==> config.mk <==
export PLATFORM = sky130hd
export DESIGN_NAME = alu_flat
export DESIGN_NICKNAME = d
export VERILOG_FILES = /design/src/rtl/alu_pkg.sv /design/src/rtl/alu_if.sv /design/src/rtl/alu_addsub.sv /design/src/rtl/alu.sv /design/src/flat_wrapper.sv
export SDC_FILE = /design/constraint.sdc
export NUM_CORES = 1
export LEC_CHECK = 0
export ABC_AREA = 1
export ABC_CLOCK_PERIOD_IN_PS = 9740
export BUFFER_PORTS_ARGS = -buffer_cell sky130_fd_sc_hd__buf_2
export CORE_UTILIZATION = 57
export CTS_CLUSTER_DIAMETER = 80
export DETAILED_ROUTE_END_ITERATION = 6
export PLACE_DENSITY = 0.75
export SLEW_MARGIN = 15
export SYNTH_ARGS = -nofsm -noshare
export SYNTH_HDL_FRONTEND = slang
export SYNTH_HIERARCHICAL = 1
export SYNTH_SLANG_ARGS = --single-unit
==> constraint.sdc <==
create_clock -name clk -period 9.74 [get_ports clk]
set_input_delay 0.487 -clock clk [delete_from_list [all_inputs] [get_ports clk]]
set_output_delay 0.487 -clock clk [all_outputs]
set_load 0.03 [all_outputs]
==> src/rtl/alu_pkg.sv <==
// alu_pkg -- shared definitions for the registered signed ALU.
//   OP_* : 3-bit opcode encodings
//   NIO_DEFAULT : default data width
//   smax/smin : signed range limits used when clamping overflowed results
package alu_pkg;

    localparam logic [2:0] OP_ADD = 3'b000;
    localparam logic [2:0] OP_SUB = 3'b001;
    localparam logic [2:0] OP_MUL = 3'b010;
    localparam logic [2:0] OP_AND = 3'b011;
    localparam logic [2:0] OP_OR  = 3'b100;
    localparam logic [2:0] OP_XOR = 3'b101;
    localparam logic [2:0] OP_SHL = 3'b110;
    localparam logic [2:0] OP_SRA = 3'b111;

    localparam int NIO_DEFAULT = 8;

    // Largest positive value of a w-bit two's-complement number.
    function automatic longint smax(input int w);
        return (longint'(1) << (w - 1)) - longint'(1);
    endfunction

    // Most negative value of a w-bit two's-complement number.
    function automatic longint smin(input int w);
        return -(longint'(1) << (w - 1));
    endfunction

endpackage

==> src/rtl/alu_if.sv <==
// alu_if -- operand/result bundle of the ALU.
//   A, B : signed operands (B low bits also carry the shift amount)
//   OP   : opcode
//   Z    : registered signed result
//   OV   : registered signed-overflow flag
// master drives operands and reads results; slave is the ALU side.
interface alu_if
    import alu_pkg::*;
#(
    parameter int NIO = NIO_DEFAULT
);
    logic signed [NIO-1:0] A;
    logic signed [NIO-1:0] B;
    logic [2:0]            OP;
    logic signed [NIO-1:0] Z;
    logic                  OV;

    modport master (output A, output B, output OP, input Z, input OV);
    modport slave  (input A, input B, input OP, output Z, output OV);
endinterface

==> src/rtl/alu_addsub.sv <==
// alu_addsub -- combinational signed adder/subtractor.
//   a, b : signed operands
//   sub  : 0 -> a + b, 1 -> a - b
//   sum  : wrapped result
//   ov   : signed overflow of the selected operation
module alu_addsub
    import alu_pkg::*;
#(
    parameter int NIO = NIO_DEFAULT
) (
    input  logic signed [NIO-1:0] a,
    input  logic signed [NIO-1:0] b,
    input  logic                  sub,
    output logic signed [NIO-1:0] sum,
    output logic                  ov
);
    // Sign of the effective second operand: subtraction adds -b, so the
    // overflow test compares against the inverted sign of b.
    logic b_sign_eff;

    assign sum        = sub ? (a - b) : (a + b);
    assign b_sign_eff = sub ? ~b[NIO-1] : b[NIO-1];
    assign ov         = (a[NIO-1] == b_sign_eff) && (sum[NIO-1] != a[NIO-1]);
endmodule

==> src/rtl/alu.sv <==
// alu -- registered signed two's-complement ALU with overflow flag.
//   clk : rising-edge clock
//   rst : synchronous active-high reset, clears Z and OV
//   bus : alu_if slave (A, B, OP in; Z, OV out, one cycle after sampling)
// Optional build macro ALU_SATURATE_EN: ADD/SUB/MUL/SHL results that
// overflow are clamped to the signed limit matching the true result's sign.
module alu
    import alu_pkg::*;
#(
    parameter int NIO = NIO_DEFAULT
) (
    input  logic     clk,
    input  logic     rst,
    alu_if.slave     bus
);
    localparam int SW = $clog2(NIO);
    localparam logic signed [NIO-1:0] MAXV = NIO'(smax(NIO));
    localparam logic signed [NIO-1:0] MINV = NIO'(smin(NIO));
`ifdef ALU_SATURATE_EN
    localparam bit SAT_EN = 1'b1;
`else
    localparam bit SAT_EN = 1'b0;
`endif

    // Replace an overflowed result by the limit on the side of the true result.
    function automatic logic signed [NIO-1:0] sat(
        input logic signed [NIO-1:0] wrapped,
        input logic                  ovf,
        input logic                  neg
    );
        if (SAT_EN && ovf) return neg ? MINV : MAXV;
        return wrapped;
    endfunction

    logic signed [NIO-1:0]   as_sum;
    logic                    as_ov;
    logic signed [2*NIO-1:0] prod;
    logic                    prod_ov;
    logic [SW-1:0]           sh;
    logic signed [NIO-1:0]   shl;
    logic                    shl_ov;
    logic signed [NIO-1:0]   res_p0;
    logic                    ov_p0;
    logic signed [NIO-1:0]   z_p1;
    logic                    ov_p1;

    alu_addsub #(.NIO(NIO)) u_addsub (
        .a   (bus.A),
        .b   (bus.B),
        .sub (bus.OP == OP_SUB),
        .sum (as_sum),
        .ov  (as_ov)
    );

    assign prod = (2*NIO)'(bus.A) * (2*NIO)'(bus.B);
    // The product fits in NIO bits only if its top NIO+1 bits are all equal.
    assign prod_ov = !((&prod[2*NIO-1:NIO-1]) || !(|prod[2*NIO-1:NIO-1]));

    assign sh     = bus.B[SW-1:0];
    assign shl    = bus.A << sh;
    // Shifting back arithmetically recovers A only if nothing significant fell off.
    assign shl_ov = (shl >>> sh) != bus.A;

    // Stage p0: combinational result selection
    always_comb begin
        res_p0 = '0;
        ov_p0  = 1'b0;
        case (bus.OP)
            OP_ADD, OP_SUB: begin
                // Add/sub overflow only happens when the true result has A's sign.
                res_p0 = sat(as_sum, as_ov, bus.A[NIO-1]);
                ov_p0  = as_ov;
            end
            OP_MUL: begin
                res_p0 = sat(prod[NIO-1:0], prod_ov, prod[2*NIO-1]);
                ov_p0  = prod_ov;
            end
            OP_AND: res_p0 = bus.A & bus.B;
            OP_OR:  res_p0 = bus.A | bus.B;
            OP_XOR: res_p0 = bus.A ^ bus.B;
            OP_SHL: begin
                res_p0 = sat(shl, shl_ov, bus.A[NIO-1]);
                ov_p0  = shl_ov;
            end
            OP_SRA: res_p0 = bus.A >>> sh;
            default: begin
                res_p0 = '0;
                ov_p0  = 1'b0;
            end
        endcase
    end

    // Stage p1: output register
    always_ff @(posedge clk) begin
        if (rst) begin
            z_p1  <= '0;
            ov_p1 <= 1'b0;
        end else begin
            z_p1  <= res_p0;
            ov_p1 <= ov_p0;
        end
    end

    assign bus.Z  = z_p1;
    assign bus.OV = ov_p1;
endmodule

==> src/flat_wrapper.sv <==
// flat-port wrapper written by rule: the top's interface ports become plain ports
module alu_flat import alu_pkg::*;
#(
    parameter int NIO = NIO_DEFAULT
)
  (clk, rst, bus_A, bus_B, bus_OP, bus_Z, bus_OV);
  alu_if #(.NIO(NIO)) bus_i ();
  input  logic clk;
  input  logic rst;
  input wire logic [$bits(bus_i.A)-1:0] bus_A;
  input wire logic [$bits(bus_i.B)-1:0] bus_B;
  input wire logic [$bits(bus_i.OP)-1:0] bus_OP;
  output wire logic [$bits(bus_i.Z)-1:0] bus_Z;
  output wire logic [$bits(bus_i.OV)-1:0] bus_OV;
  assign bus_i.A = bus_A;
  assign bus_i.B = bus_B;
  assign bus_i.OP = bus_OP;
  assign bus_Z = bus_i.Z;
  assign bus_OV = bus_i.OV;
  alu #(.NIO(NIO)) u_core (.clk(clk), .rst(rst), .bus(bus_i));
endmodule
==> flow_summary.json <==
{
  "worst_ep_arrival_time_ps": 5270,
  "wire_per_inst_um": 15.8,
  "number_of_enable_flip_flop_cells_after_synthesis": 0,
  "hpwlAfterDp_um": 10600,
  "total_leakage_power_uw": 0.00284,
  "totalPowerFinal_uw": 867,
  "power.switching_fraction_pct": 57.7,
  "grt_max_degree": 29,
  "port-buffer-count": 29,
  "routed_wl_um": 13100,
  "tightest_slew_ps": 1140,
  "grt_setup_unrepaired": "no",
  "netlist-cell-type-count": 50,
  "numCtsBuffers": 3,
  "clock-sinks": 9,
  "tritoncts": "built",
  "power_density_nw_per_um2": 172,
  "required_ps": 9880,
  "coreArea_sq_um": 8260,
  "n_fill_cell": 827,
  "ys_seq_elements": 9,
  "p_int_uw": 367,
  "holdCritPathClass": "input pin to register",
  "drc": 0,
  "seqPwrFrac_pct": 4.9,
  "ctsResizeCount": 0,
  "power_switching_uw": 500,
  "grt-ovfl-total": 0,
  "final_tns_setup_ps": 0,
  "ys_seq_area_share_pct": 3.70,
  "fp.dieArea_sq_um": 8910,
  "synth.net_count": 849,
  "yosys.cell_count.top_type": "sky130_fd_sc_hd__nand2_1",
  "crit_type": "input pin to register",
  "ant_cells": 0,
  "post_synth.cell_area_avg_sq_um": 6.79,
  "power_frac_clock_pct": 5.2,
  "critPathCaptureType": "register",
  "die-height_um": 94.4,
  "yosys-top-cells-count": "sky130_fd_sc_hd__nand2_1 (178), sky130_fd_sc_hd__inv_1 (153), sky130_fd_sc_hd__fa_1 (56), sky130_fd_sc_hd__nand3_1 (56), sky130_fd_sc_hd__ha_1 (55)",
  "slew-limit-headroom_pct": 23.5,
  "fin_crit_ps": 5130,
  "cts_setup_buffers": 0,
  "grt_util_met3_pct": 2.33,
  "final_net_count": 858,
  "grt.met2_usage_pct": 51.4,
  "clockRootBuffer": "sky130_fd_sc_hd__clkbuf_8",
  "run_status": "completed",
  "drtIter0Drc": 337,
  "globalRouteMet1Util_pct": 44.9,
  "seq_area_sq_um": 180,
  "initial_core_util_pct": 58.9,
  "netlist_area_sq_um": 4870,
  "setup_violations_final": 0,
  "post-route-period-util_pct": 52.7,
  "die-width_um": 94.4,
  "vias_in_the_first_global_route": 4507,
  "post_synth_inst_count": 717,
  "clkSlewWorstSetupHoldPaths_ps": 50,
  "synth_top_cell_area_share_pct": 23.0,
  "vdd_drop_max_uv": 177,
  "multiInputGateArea_sq_um": 3950,
  "drive_above_1_share_pct": 10.1,
  "synth.top_cells.by_area": "sky130_fd_sc_hd__fa_1 (23%), sky130_fd_sc_hd__ha_1 (14%), sky130_fd_sc_hd__nand2_1 (14%)",
  "rows": 33,
  "synth.yosys.warnings": 6,
  "cts.path.max_buffers": 2,
  "gp_routability_congestion": 0.992,
  "area_growth_pct": 3.63,
  "grt.total_usage_pct": 31.6,
  "synthDominantAreaCellType": "sky130_fd_sc_hd__fa_1",
  "worst_setup_path_start_kind": "input pin",
  "busiest_layer": "met2",
  "report.final.slew_viol_count": 0,
  "timing.max_cap.violations": 0,
  "timing_hold_violations_final": 0,
  "ys_dominant_reg_cell": "sky130_fd_sc_hd__dfxtp_1",
  "detail_routed_via_count_per_cell": 5.60,
  "timing.hold.worst_path_depth": 2,
  "p_comb_share_pct": 89.9,
  "via_count": 4648,
  "cts-htree-levels": 1,
  "drt_pre_antenna_iters": 5,
  "detail-route-antenna-nets": 0,
  "max_clock_freq_mhz": 195,
  "share_of_async_settable_or_async_resettable_flops_after_synthesis_pct": 0,
  "critical_path.max_fanout": 25,
  "postCtsHoldBufs": 0,
  "grt_antenna_before_repair": 0,
  "grt_pass1_wl_um": 21700,
  "floorplan.io_pins": 30
}
## through the flow
stage	instances	util [%]	hold WS [ps]	cell area [sq um]	setup WS (ps)
floorplan	717	-	556	4870	4810
global placement	826	60.5	757	5000	4470
detailed placement	826	60.5	759	5000	4330
CTS	830	61.1	511	5040	4580
global route	830	61.1	523	5040	4240
finish	830	61.1	520	5040	4610
## critical path: stages
cell,delay (ps)
sky130_fd_sc_hd__buf_2,450
sky130_fd_sc_hd__nand2_1,300
sky130_fd_sc_hd__fa_1,730
sky130_fd_sc_hd__inv_1,130
sky130_fd_sc_hd__fa_1,540
sky130_fd_sc_hd__inv_1,50
sky130_fd_sc_hd__fa_1,490
sky130_fd_sc_hd__fa_1,560
sky130_fd_sc_hd__inv_1,40
sky130_fd_sc_hd__ha_1,360
sky130_fd_sc_hd__nand2_1,120
sky130_fd_sc_hd__inv_1,40
sky130_fd_sc_hd__a221oi_1,250
sky130_fd_sc_hd__nand3_1,130
sky130_fd_sc_hd__inv_1,70
sky130_fd_sc_hd__nand3_1,90
sky130_fd_sc_hd__nand2_1,70
sky130_fd_sc_hd__nand3_1,70
sky130_fd_sc_hd__nand3_1,90
sky130_fd_sc_hd__nand3_1,70
sky130_fd_sc_hd__nand2_1,60
sky130_fd_sc_hd__inv_1,30
## state kept, by name, indices dropped and copies added (netlist names)
signal,count
u_core/bus.OV,1
u_core/bus.Z,8
## final timing paths
kind / start / endpoint / slack, ps
setup / recovery: bus_B[2] / u_core/bus.OV / 4610
hold / removal: rst / u_core/bus.Z[3] / 520
## cell type report
| cell class | count | area share (%) |
|---|---|---|
| Multi-Input combinational cell | 525 | 78.2 |
| Clock buffer | 4 | 0.893 |
| Inverter | 158 | 11.8 |
| Timing Repair Buffer | 29 | 2.88 |
| Tap cell | 105 | 2.61 |
| Sequential cell | 9 | 3.57 |
## layout by cell type, fill, tap and decap left out, types with 9 or more instances in the layout
cell type / synthesis / final
sky130_fd_sc_hd__dfxtp_1: 9 / 9
sky130_fd_sc_hd__fa_1: 56 / 56
sky130_fd_sc_hd__nand2_2: 10 / 10
sky130_fd_sc_hd__nand3_2: 13 / 13
sky130_fd_sc_hd__nor2_1: 34 / 34
sky130_fd_sc_hd__ha_1: 55 / 55
sky130_fd_sc_hd__nand3_1: 56 / 56
sky130_fd_sc_hd__o21ai_0: 24 / 24
sky130_fd_sc_hd__inv_1: 153 / 153
sky130_fd_sc_hd__buf_2: 11 / 29
sky130_fd_sc_hd__a21oi_1: 25 / 25
sky130_fd_sc_hd__nand2_1: 178 / 178
sky130_fd_sc_hd__xor2_1: 15 / 15
## logic make-up (layout without fill, tap and decap cells)
| family | count (synthesis) | in the layout | share of synthesized area, % |
|---|---|---|---|
| XOR/XNOR | 24 | 24 | 4.47 |
| adder cells (fa/ha/maj) | 111 | 111 | 37.2 |
| AO/OA/AOI/OAI | 80 | 80 | 10.2 |
| flip-flops | 9 | 9 | 3.70 |
| AND/OR/NAND/NOR | 310 | 310 | 29.2 |
| buffers and inverters | 183 | 191 | 15.2 |
## power by group through the flow
stage               Combinational, uW  Sequential, uW  Clock [uW]
global route                      893            43.2        47.2
floorplan                         607            52.6           0
CTS                               778            42.8        45.3
global placement                  760            43.4           0
finish                            779            42.7        45.2
detailed placement                772            43.5           0
## per-layer routing
layer / vias up / routed length (um)
li1: 2239 / -
met1: 2204 / 5750
met2: 180 / 6080
met3: 25 / 917
met4: 0 / 347
met5: - / 0
Power figures use the tool's default switching activity.
